==> src/rtl/rng_arbiter_pkg.sv <==
// Shared definitions for the RNG arbiter: default widths, requester
// indices, FSM state encoding and a pointer-width helper.
package rng_arbiter_pkg;

   localparam int RNG_W_DEF  = 96;
   localparam int NREQ_DEF   = 3;

   // Requester slots on the arbiter
   localparam int REQ_KGEN   = 0;
   localparam int REQ_CGEN   = 1;
   localparam int REQ_RESEED = 2;

   typedef enum logic [1:0] {
      ST_IDLE    = 2'd0,
      ST_ISSUE   = 2'd1,
      ST_WAIT    = 2'd2,
      ST_DELIVER = 2'd3
   } state_t;

   // Round-robin pointer width; never zero so NREQ=1 still elaborates
   function automatic int ptr_width(input int n);
      return (n > 1) ? $clog2(n) : 1;
   endfunction

endpackage

==> src/rtl/rng_arbiter_if.sv <==
// Bundle between the key-generation controllers / RNG core and the arbiter.
//
// Handshake: a requester holds req[i] (with its seed_mode/lock/seed stable)
// until it sees ack[i]; ack is a single-cycle completion pulse and rdata is
// valid only in that cycle. Towards the RNG, rng_start is a single-cycle
// pulse qualified by rng_in_mod/rng_seed; the RNG answers with one
// rng_finish pulse carrying rng_data. There is no back-pressure on either
// side beyond the arbiter's own serialisation.
interface rng_arbiter_if
   import rng_arbiter_pkg::*;
#(
   parameter int NREQ  = NREQ_DEF,
   parameter int RNG_W = RNG_W_DEF
) ();

   logic [NREQ-1:0]       req;
   logic [NREQ-1:0]       req_seed_mode;
   logic [NREQ-1:0]       req_lock;
   logic [NREQ*RNG_W-1:0] req_seed;
   logic [NREQ-1:0]       grant;
   logic [NREQ-1:0]       ack;
   logic [RNG_W-1:0]      rdata;
   logic                  tmo_err;
   logic                  busy;
   logic                  rng_start;
   logic                  rng_in_mod;
   logic [RNG_W-1:0]      rng_seed;
   logic [RNG_W-1:0]      rng_data;
   logic                  rng_finish;

   // Environment side: requesters plus the RNG core
   modport master (
      output req, req_seed_mode, req_lock, req_seed, rng_data, rng_finish,
      input  grant, ack, rdata, tmo_err, busy, rng_start, rng_in_mod, rng_seed
   );

   // Arbiter side
   modport slave (
      input  req, req_seed_mode, req_lock, req_seed, rng_data, rng_finish,
      output grant, ack, rdata, tmo_err, busy, rng_start, rng_in_mod, rng_seed
   );

endinterface

==> src/rtl/rng_arbiter_rr_pick.sv <==
// Combinational round-robin picker: first requester at or after ptr,
// wrapping, returned one-hot together with a found flag.
module rr_pick
   import rng_arbiter_pkg::*;
#(
   parameter int NREQ = NREQ_DEF,
   parameter int PW   = ptr_width(NREQ)
) (
   input  logic [NREQ-1:0] i_req,
   input  logic [PW-1:0]   i_ptr,
   output logic [NREQ-1:0] o_pick,
   output logic            o_found
);

   // Scan offsets 0..NREQ-1 from the pointer; first hit wins
   always_comb begin
      o_pick  = '0;
      o_found = 1'b0;
      for (int off = 0; off < NREQ; off++) begin
         for (int i = 0; i < NREQ; i++) begin
            if (!o_found && (i == ((int'(i_ptr) + off) % NREQ)) && i_req[i]) begin
               o_pick[i] = 1'b1;
               o_found   = 1'b1;
            end
         end
      end
   end

endmodule

==> src/rtl/rng_arbiter.sv <==
// Owns the RNG control port and serialises draw / seed-load requests from
// the generation controllers with round-robin fairness, locked bursts and
// a watchdog that abandons draws the RNG never finishes.
module rng_arbiter
   import rng_arbiter_pkg::*;
#(
   parameter  int NREQ  = NREQ_DEF,
   parameter  int RNG_W = RNG_W_DEF,
   parameter  int TMO   = 1023,
   localparam int PW    = ptr_width(NREQ),
   localparam int CW    = $clog2(TMO + 1)
) (
   input  logic      clk,
   input  logic      rst_b,
   rng_arbiter_if.slave bus,
   output state_t    o_state,
   output logic [PW-1:0] o_ptr
);

   state_t             r_state;
   logic [PW-1:0]      r_ptr;
   logic [PW-1:0]      r_gidx;
   logic [NREQ-1:0]    r_grant;
   logic [NREQ-1:0]    r_ack;
   logic [RNG_W-1:0]   r_rdata;
   logic               r_tmo_err;
   logic               r_busy;
   logic               r_rng_start;
   logic               r_rng_in_mod;
   logic [RNG_W-1:0]   r_rng_seed;
   logic [CW-1:0]      r_cnt;

   logic [NREQ-1:0]    w_pick;
   logic               w_found;
   logic [PW-1:0]      w_pick_idx;
   logic [PW-1:0]      w_issue_idx;
   logic               w_issue_mode;
   logic [RNG_W-1:0]   w_issue_seed;
   logic [PW-1:0]      w_next_ptr;
   logic               w_keep;

   rr_pick #(.NREQ(NREQ), .PW(PW)) u_pick (
      .i_req   (bus.req),
      .i_ptr   (r_ptr),
      .o_pick  (w_pick),
      .o_found (w_found)
   );

   // One-hot pick to binary index
   always_comb begin
      w_pick_idx = '0;
      for (int i = 0; i < NREQ; i++) begin
         if (w_pick[i]) w_pick_idx = PW'(i);
      end
   end

   // Mode and seed of the requester about to be issued (new pick or burst owner)
   always_comb begin
      w_issue_idx  = (r_state == ST_IDLE) ? w_pick_idx : r_gidx;
      w_issue_mode = 1'b0;
      w_issue_seed = '0;
      for (int i = 0; i < NREQ; i++) begin
         if (PW'(i) == w_issue_idx) begin
            w_issue_mode = bus.req_seed_mode[i];
            w_issue_seed = bus.req_seed[i*RNG_W +: RNG_W];
         end
      end
      if (!w_issue_mode) w_issue_seed = '0;
   end

   // Burst continuation test and pointer advance past the current owner
   always_comb begin
      w_keep = 1'b0;
      for (int i = 0; i < NREQ; i++) begin
         if (PW'(i) == r_gidx) w_keep = bus.req_lock[i] && bus.req[i];
      end
      w_next_ptr = (int'(r_gidx) >= NREQ - 1) ? '0 : r_gidx + PW'(1);
   end

   // Arbitration FSM; every output is a register set on the transition
   always_ff @(posedge clk or negedge rst_b) begin
      if (!rst_b) begin
         r_state      <= ST_IDLE;
         r_ptr        <= '0;
         r_gidx       <= '0;
         r_grant      <= '0;
         r_ack        <= '0;
         r_rdata      <= '0;
         r_tmo_err    <= 1'b0;
         r_busy       <= 1'b0;
         r_rng_start  <= 1'b0;
         r_rng_in_mod <= 1'b0;
         r_rng_seed   <= '0;
         r_cnt        <= '0;
      end else begin
         r_ack        <= '0;
         r_rng_start  <= 1'b0;
         r_rng_in_mod <= 1'b0;
         r_rng_seed   <= '0;
         case (r_state)
            ST_IDLE: begin
               if (w_found) begin
                  r_grant      <= w_pick;
                  r_gidx       <= w_pick_idx;
                  r_busy       <= 1'b1;
                  r_rng_start  <= 1'b1;
                  r_rng_in_mod <= w_issue_mode;
                  r_rng_seed   <= w_issue_seed;
                  r_state      <= ST_ISSUE;
               end
            end
            ST_ISSUE: begin
               // rng_finish seen here belongs to nobody and is dropped
               r_cnt   <= '0;
               r_state <= ST_WAIT;
            end
            ST_WAIT: begin
               if (bus.rng_finish) begin
                  r_rdata <= bus.rng_data;
                  r_ack   <= r_grant;
                  r_state <= ST_DELIVER;
               end else if (r_cnt == CW'(TMO)) begin
                  r_tmo_err <= 1'b1;
                  r_grant   <= '0;
                  r_busy    <= 1'b0;
                  r_ptr     <= w_next_ptr;
                  r_state   <= ST_IDLE;
               end else begin
                  r_cnt <= r_cnt + CW'(1);
               end
            end
            ST_DELIVER: begin
               if (w_keep) begin
                  r_rng_start  <= 1'b1;
                  r_rng_in_mod <= w_issue_mode;
                  r_rng_seed   <= w_issue_seed;
                  r_state      <= ST_ISSUE;
               end else begin
                  r_grant <= '0;
                  r_busy  <= 1'b0;
                  r_ptr   <= w_next_ptr;
                  r_state <= ST_IDLE;
               end
            end
            default: r_state <= ST_IDLE;
         endcase
      end
   end

   assign bus.grant      = r_grant;
   assign bus.ack        = r_ack;
   assign bus.rdata      = r_rdata;
   assign bus.tmo_err    = r_tmo_err;
   assign bus.busy       = r_busy;
   assign bus.rng_start  = r_rng_start;
   assign bus.rng_in_mod = r_rng_in_mod;
   assign bus.rng_seed   = r_rng_seed;
   assign o_state        = r_state;
   assign o_ptr          = r_ptr;

endmodule
==> src/flat_wrapper.sv <==
// flat-port wrapper written by rule: the top's interface ports become plain ports
module rng_arbiter_flat import rng_arbiter_pkg::*;
#(
   parameter  int NREQ  = NREQ_DEF,
   parameter  int RNG_W = RNG_W_DEF,
   parameter  int TMO   = 1023,
   localparam int PW    = ptr_width(NREQ),
   localparam int CW    = $clog2(TMO + 1)
)
  (clk, rst_b, o_state, o_ptr, bus_req, bus_req_seed_mode, bus_req_lock, bus_req_seed, bus_rng_data, bus_rng_finish, bus_grant, bus_ack, bus_rdata, bus_tmo_err, bus_busy, bus_rng_start, bus_rng_in_mod, bus_rng_seed);
  rng_arbiter_if #(.NREQ(NREQ), .RNG_W(RNG_W)) bus_i ();
  input  logic clk;
  input  logic rst_b;
  output state_t o_state;
  output logic [PW-1:0] o_ptr;
  input wire logic [$bits(bus_i.req)-1:0] bus_req;
  input wire logic [$bits(bus_i.req_seed_mode)-1:0] bus_req_seed_mode;
  input wire logic [$bits(bus_i.req_lock)-1:0] bus_req_lock;
  input wire logic [$bits(bus_i.req_seed)-1:0] bus_req_seed;
  input wire logic [$bits(bus_i.rng_data)-1:0] bus_rng_data;
  input wire logic [$bits(bus_i.rng_finish)-1:0] bus_rng_finish;
  output wire logic [$bits(bus_i.grant)-1:0] bus_grant;
  output wire logic [$bits(bus_i.ack)-1:0] bus_ack;
  output wire logic [$bits(bus_i.rdata)-1:0] bus_rdata;
  output wire logic [$bits(bus_i.tmo_err)-1:0] bus_tmo_err;
  output wire logic [$bits(bus_i.busy)-1:0] bus_busy;
  output wire logic [$bits(bus_i.rng_start)-1:0] bus_rng_start;
  output wire logic [$bits(bus_i.rng_in_mod)-1:0] bus_rng_in_mod;
  output wire logic [$bits(bus_i.rng_seed)-1:0] bus_rng_seed;
  assign bus_i.req = bus_req;
  assign bus_i.req_seed_mode = bus_req_seed_mode;
  assign bus_i.req_lock = bus_req_lock;
  assign bus_i.req_seed = bus_req_seed;
  assign bus_i.rng_data = bus_rng_data;
  assign bus_i.rng_finish = bus_rng_finish;
  assign bus_grant = bus_i.grant;
  assign bus_ack = bus_i.ack;
  assign bus_rdata = bus_i.rdata;
  assign bus_tmo_err = bus_i.tmo_err;
  assign bus_busy = bus_i.busy;
  assign bus_rng_start = bus_i.rng_start;
  assign bus_rng_in_mod = bus_i.rng_in_mod;
  assign bus_rng_seed = bus_i.rng_seed;
  rng_arbiter #(.NREQ(NREQ), .RNG_W(RNG_W), .TMO(TMO)) u_core (.clk(clk), .rst_b(rst_b), .bus(bus_i), .o_state(o_state), .o_ptr(o_ptr));
endmodule
==> config.mk <==
export PLATFORM = sky130hd
export DESIGN_NAME = rng_arbiter_flat
export DESIGN_NICKNAME = d
export VERILOG_FILES = /design/src/rtl/rng_arbiter_pkg.sv /design/src/rtl/rng_arbiter_if.sv /design/src/rtl/rng_arbiter_rr_pick.sv /design/src/rtl/rng_arbiter.sv /design/src/flat_wrapper.sv
export SDC_FILE = /design/constraint.sdc
export NUM_CORES = 1
export LEC_CHECK = 0
export ABC_AREA = 0
export CAP_MARGIN = 40
export CORE_AREA = 10 10 225 227
export CTS_BUF_LIST = sky130_fd_sc_hd__clkbuf_8
export DETAILED_ROUTE_END_ITERATION = 8
export DIE_AREA = 0 0 235 237
export SYNTH_ARGS = -nofsm -noshare
export SYNTH_HDL_FRONTEND = slang
export SYNTH_SLANG_ARGS = --single-unit
==> constraint.sdc <==
create_clock -name clk -period 2.3 [get_ports clk]
set_input_delay 0.23 -clock clk [delete_from_list [all_inputs] [get_ports clk]]
set_output_delay 0.23 -clock clk [all_outputs]
set_load 0.01 [all_outputs]
Yosys cells after proc, flatten, opt, wreduce, memory -nomap -nowiden. Cells that the tools add are included.

Register bits: 218. Input bits: 396. Output and inout port bits: 206. Word-level logic and storage cells: 149.

$add $sub $neg: 4. Divide/modulo/power cells: 3. Order comparisons: 1. Eq/ne operators: 20. Multiplexer cells: 64. Bitwise operators: 1. Reductions and logical operators: 44.

Operators by type and width (count): 96-bit 2-to-1 mux (6); 96-bit case mux with 2 select lines (1); 2-bit by 32-bit equality test with 1-bit output, first input constant (3); 3-bit by 32-bit equality test with 1-bit output, first input constant (3); 32-bit zero test (3); 32-bit by 3-bit remainder unit with 32-bit output, second input constant (2); 1-bit 2-to-1 mux (33); 3-bit by 3-bit remainder unit with 32-bit output, second input constant (1); 1-bit logical AND (20); 10-bit 2-to-1 mux (2); 10-bit case mux with 2 select lines (1); 2-bit 2-to-1 mux (9); 3-bit 2-to-1 mux (6); 10-bit by 1-bit adder with 10-bit output, second input constant (1); 10-bit equality test, second input constant (1); 3-bit case mux with 3 select lines (1); 1-bit zero test (8); 2-bit inequality test, second input constant (4); 2-bit case mux with 4 select lines (1); 2-bit zero test (3); 2-bit AND reduction (3); 3-bit AND reduction (2); 5-bit AND reduction (1); 1-bit by 2-bit equality test with 1-bit output, first input constant (2); 16 further kinds (20).

Logic depth before layout (Yosys ltp).
Depth in word-level cells: 45. Depth in mapped cells: 11. Mapped depth without buffers: 7.

Cells and area by module. A second synthesis with hierarchy kept.

Cells, all modules: 1023. Area, all modules: 10791.6 um^2.

By module, submodules not included: rng_arbiter (instances 1, cells each 1005, area each 10672.7 um^2, sequential area each 5455.2 um^2); rr_pick (instances 1, cells each 18, area each 118.9 um^2, sequential area each 0.0 um^2).

Worst setup path before layout. Ideal clock, no wire load.

Path type: register -> register. Start: register u_core.r_ptr[0] (netlist: u_core.o_ptr[0]). End: register u_core.r_rng_in_mod (netlist: u_core.bus.rng_in_mod). Setup time: 0.119 ns. Arrival: 2.157 ns. Required time: 2.181 ns. Path slack: 0.024 ns. Stages on the path, launching flop included: 10. Buffers on the path: 2. Clock period less this slack: 2.276 ns. Path through: dfrtp_1 -> inv_1 -> ha_1 -> nand2b_1 -> a211o_1 -> and3_1 -> buf_2 -> buf_2 -> mux2_2 -> o21a_1.

Cells in the longest elaborated chain, start to end: 44. Elaborated cells on any way between the ends: 66. Classes of those cells: add/sub: 2; div: 3; eq/ne: 8; mux: 24; reduce/logical: 29.

Ends and longest elaborated chain: start, declared (line rng_arbiter.sv:21) `logic [PW-1:0] r_ptr;`; start signal, assigned (line rng_arbiter.sv:126) `r_ptr <= w_next_ptr;`; start signal, assigned (line rng_arbiter.sv:141) `r_ptr <= w_next_ptr;`; parallel branches: the longest is 43 deep, another holds 32-bit by 3-bit remainder unit with 32-bit output; 1-bit case mux with 2 select lines * (line rng_arbiter.sv:100) `case (r_state)`; end signal, assigned (line rng_arbiter.sv:107) `r_rng_in_mod <= w_issue_mode;`; end signal, assigned (line rng_arbiter.sv:135) `r_rng_in_mod <= w_issue_mode;`; end, declared (line rng_arbiter.sv:29) `logic r_rng_in_mod;`.

Every way passes the cells marked *. A chain may end at the register's enable or synchronous reset.

Final worst setup path.
Start: register u_core.r_ptr[1] (netlist: u_core.o_ptr[1]). End: register u_core.r_rng_in_mod (netlist: u_core.bus.rng_in_mod).

The elaborated chain is that of the path after synthesis.

==> results.md <==
- #FFs+latches synth: 218
- Layout cell share with drive strength beyond 1: 0.172
- PortBufs: 601
- Leak pwr: 7.19 nW
- Design Area, Final: around 18,000 um^2
- Setup tns final: -0.0351 ns
- Cell area after synthesis: 9630 um^2
- Post-DP HPWL: 40,200 um
- WP buf/inv: 3
- Crit-path slowest cell: dfrtp_1
- Dpl cells: 2,131
- Placed Area: 17,000 um^2
- H-tree depth: 2
- Hold Slack: 0.154 ns
- Period utilization: 1.01
- Total congestion overflow: 0
- DRT Pass-1 Iters: 5
- Tmin final: 2.33 ns
- Non-filler instance count after layout: 2,206
- Crit. End Element: flop
- Area added between synthesis and finish: 87.2%
- Family with the most delay on the worst path: compound AO/OA/AOI/OAI gates
- Clock Tree Root: clkbuf_8
- Ys flop type: dfrtp_1
- Top cell by count, worst path: buf_4
- TritonCTS buffer count: 41
- I/O pins: about 600
- Top post-synthesis cells by area: dfrtp_1 57%, mux2_2 11%, nand3_1 10%
- RSZ-0062 raised after global routing: true
- Commonest cells in the netlist: 218 x dfrtp_1, 197 x nand3_1, 115 x nand2_1, 98 x mux2_2, 97 x a31oi_1
- Max cap viols: 0
- Pwr dens: approximately 1100 nW/um^2
- Failing checks: negative setup slack
- Layout Utilization: 0.391
- Required @ worst endpoint: roughly 2.8 ns
- Most frequent cell after synthesis: dfrtp_1
- Die footprint: approximately 56,000 um^2
- Worst Setup Slack post-DPL: -0.120 ns
- Crit Path Max Fanout: 9
- Starting DRT DRC Count: 431
- Mapped Cells: 907
- Chip height: 237 um
- Critical Setup Path Class: flop to flop
- Rows: 79
- Wire per inst: 22.9 um
- Startpoint Class: flop
- Final hold viol count: 0
- Die Width: about 240 um
- Antenna violations before repair: 2
- Post-synth ARST share: 1.00
- Critical Path Max Stage Delay: 0.42 ns
- WL final: 50,500 um
- Leading area contributor after synthesis: dfrtp_1
- Max VDD drop: 0.608 mV
- Worst Hold Class: input port to async pin
- Overall power: 20.5 mW
- Vias in the first global route: about 11,000
- Worst Path Arrival: 2.79 ns
- Max Root-Sink Buffers: 3
- CTS tree: done
- Clock Latency Late Sink: ~0.57 ns
- Number of synthesized flops with an enable pin: 0
- Fmax: 429 MHz
- Measured slew at the worst slew-check pin: 0.472 ns
- Total GRT Usage: 0.174
- Synth Area per Inst: 10.6 um^2
- Synth cell types: 45
- CP Cell Sequence: ha_4 -> nand2b_1 -> a211o_1 -> buf_4 -> and3_4 -> buf_12 -> buf_4 -> mux2_2 -> o21a_1
- Avg Vias per Cell: 4.52
- Count of final setup violators: 2
- Nets: 1,979
- Wire length of the first global-routing pass: between 70,000 and 80,000 um
- Vias post-DR: 9,973
- # DRC: 0
- Sequential fraction of the synthesis area: 0.566
- Reg2reg setup slack: -0.03 ns
- Fill cell count: 4,559
- Total core area: 46,200 um^2
- GPL Wtd Cong: between 0.8 and 0.9
- Post-Route Skew: 0.0152 ns
- Post-route ant nets: 0
- Syn Nets: 1,311
- Final slew viol count: 0
- Register clock-pin slew on the reported worst setup and hold paths: 0.06 ns
- YS warnings: 0
- CTS Sinks: 218
- Setup ws final: -0.0317 ns
- Area share of the largest cell type after synthesis: 0.566
- Status: complete, but fails checks
- Largest net degree at the start of global routing: 78
- Initial Util: 0.209
- Slew margin rel.: 0.685
-- flip-flops by register name (all words and copies together) (netlist names), 2 cells and up --
| signal | count |
|---|---|
| u_core.bus.ack | 3 |
| u_core.bus.grant | 3 |
| u_core.bus.rdata | 96 |
| u_core.bus.rng_seed | 96 |
| u_core.o_ptr | 2 |
| u_core.o_state | 2 |
| u_core.r_cnt | 10 |
| u_core.r_gidx | 2 |
-- repair_timing --
action | CTS | global route
hold endpoints to repair | 218 | 0
setup buffers | 1 | 5
endpoints found under the setup margin | 81 | 97
hold buffers | 1 | 0
cloned | 2 | 1
resized for setup | 7 | 23
pin swaps | 0 | 11
-- cells by family (layout without fill, tap and decap cells) --
logic type,after synthesis,count (layout),share of synthesized area
multiplexers,101,101,0.118
buffers and inverters,88,779,0.0400
flip-flops,218,218,0.566
adder cells (fa/ha/maj),8,8,0.0104
other,0,1,0
AND/OR/NAND/NOR,356,356,0.173
XOR/XNOR,4,4,0.00364
AO/OA/AOI/OAI,132,132,0.0890
-- path summary, 6_finish.rpt --
kind,from,endpoint,depth (start not counted)
max,u_core.o_ptr[1]$_DFFE_PN0P_,u_core.bus.rng_in_mod$_DFF_PN0_,9
min,rst_b,u_core.bus.tmo_err$_DFFE_PN0P_,2
max reg2reg,u_core.o_ptr[1]$_DFFE_PN0P_,u_core.bus.rng_in_mod$_DFF_PN0_,9
min reg2reg,u_core.bus.tmo_err$_DFFE_PN0P_,u_core.bus.tmo_err$_DFFE_PN0P_,1
max in group asynchronous,rst_b,u_core.bus.rdata[14]$_DFFE_PN0P_,3
min in group clk,bus_req_seed[246],u_core.bus.rng_seed[54]$_DFF_PN0_,3
-- cells in the final DEF, fill, tap and decap left out, types with 4 or more instances in the layout --
| master | synthesis | layout |
|---|---|---|
| a31oi_1 | 97 | 95 |
| buf_12 | 0 | 19 |
| buf_4 | 1 | 71 |
| buf_6 | 3 | 4 |
| buf_8 | 0 | 4 |
| clkbuf_8 | 0 | 50 |
| clkdlybuf4s50_1 | 0 | 600 |
| dfrtp_1 | 218 | 218 |
| ha_1 | 8 | 5 |
| inv_1 | 12 | 22 |
| mux2_2 | 98 | 98 |
| nand2_1 | 115 | 111 |
| nand2b_1 | 5 | 5 |
| nand3_1 | 197 | 195 |
| nand4_1 | 4 | 4 |
| nor2_1 | 10 | 10 |
| nor3_1 | 7 | 7 |
| o21ai_0 | 11 | 11 |
| o31ai_1 | 4 | 4 |
-- area by class of cell --
class                   instances  area (um^2)  share of cell area
repair buffers                701         7090               0.393
diodes                          1         2.50            0.000139
multi-input cells             601         3920               0.217
clock buffers                  50          688              0.0382
flip-flops and latches        218         5460               0.302
clock inverters                16         71.3             0.00395
well taps                     607          759              0.0421
inverters                      12         45.0             0.00250
-- worst register-to-register path, delay by kind of cell, from the launching register on --
| family | cells | cell delay, ns |
|---|---|---|
| compound gates | 2 | 0.51 |
| buf+inv | 3 | 0.44 |
| flops | 1 | 0.42 |
| fa+ha+maj | 1 | 0.31 |
| simple gates | 2 | 0.26 |
| mux | 1 | 0.25 |
-- layer usage --
layer  part of all wire  GRT usage  up-vias
li1                   -          -     4602
met4              0.029     0.0643        2
met1               0.37      0.187     4785
met2               0.50      0.308      522
met3              0.092     0.0619       62
met5            0.00014          0        -
-- report_power, final --
| part | total (mW) | switching [mW] | internal, mW |
|---|---|---|---|
| sequential | 5.90 | 0.682 | 5.22 |
| combinational | 11.0 | 5.20 | 5.80 |
| clock | 3.63 | 1.69 | 1.94 |
Power figures use the tool's default switching activity.
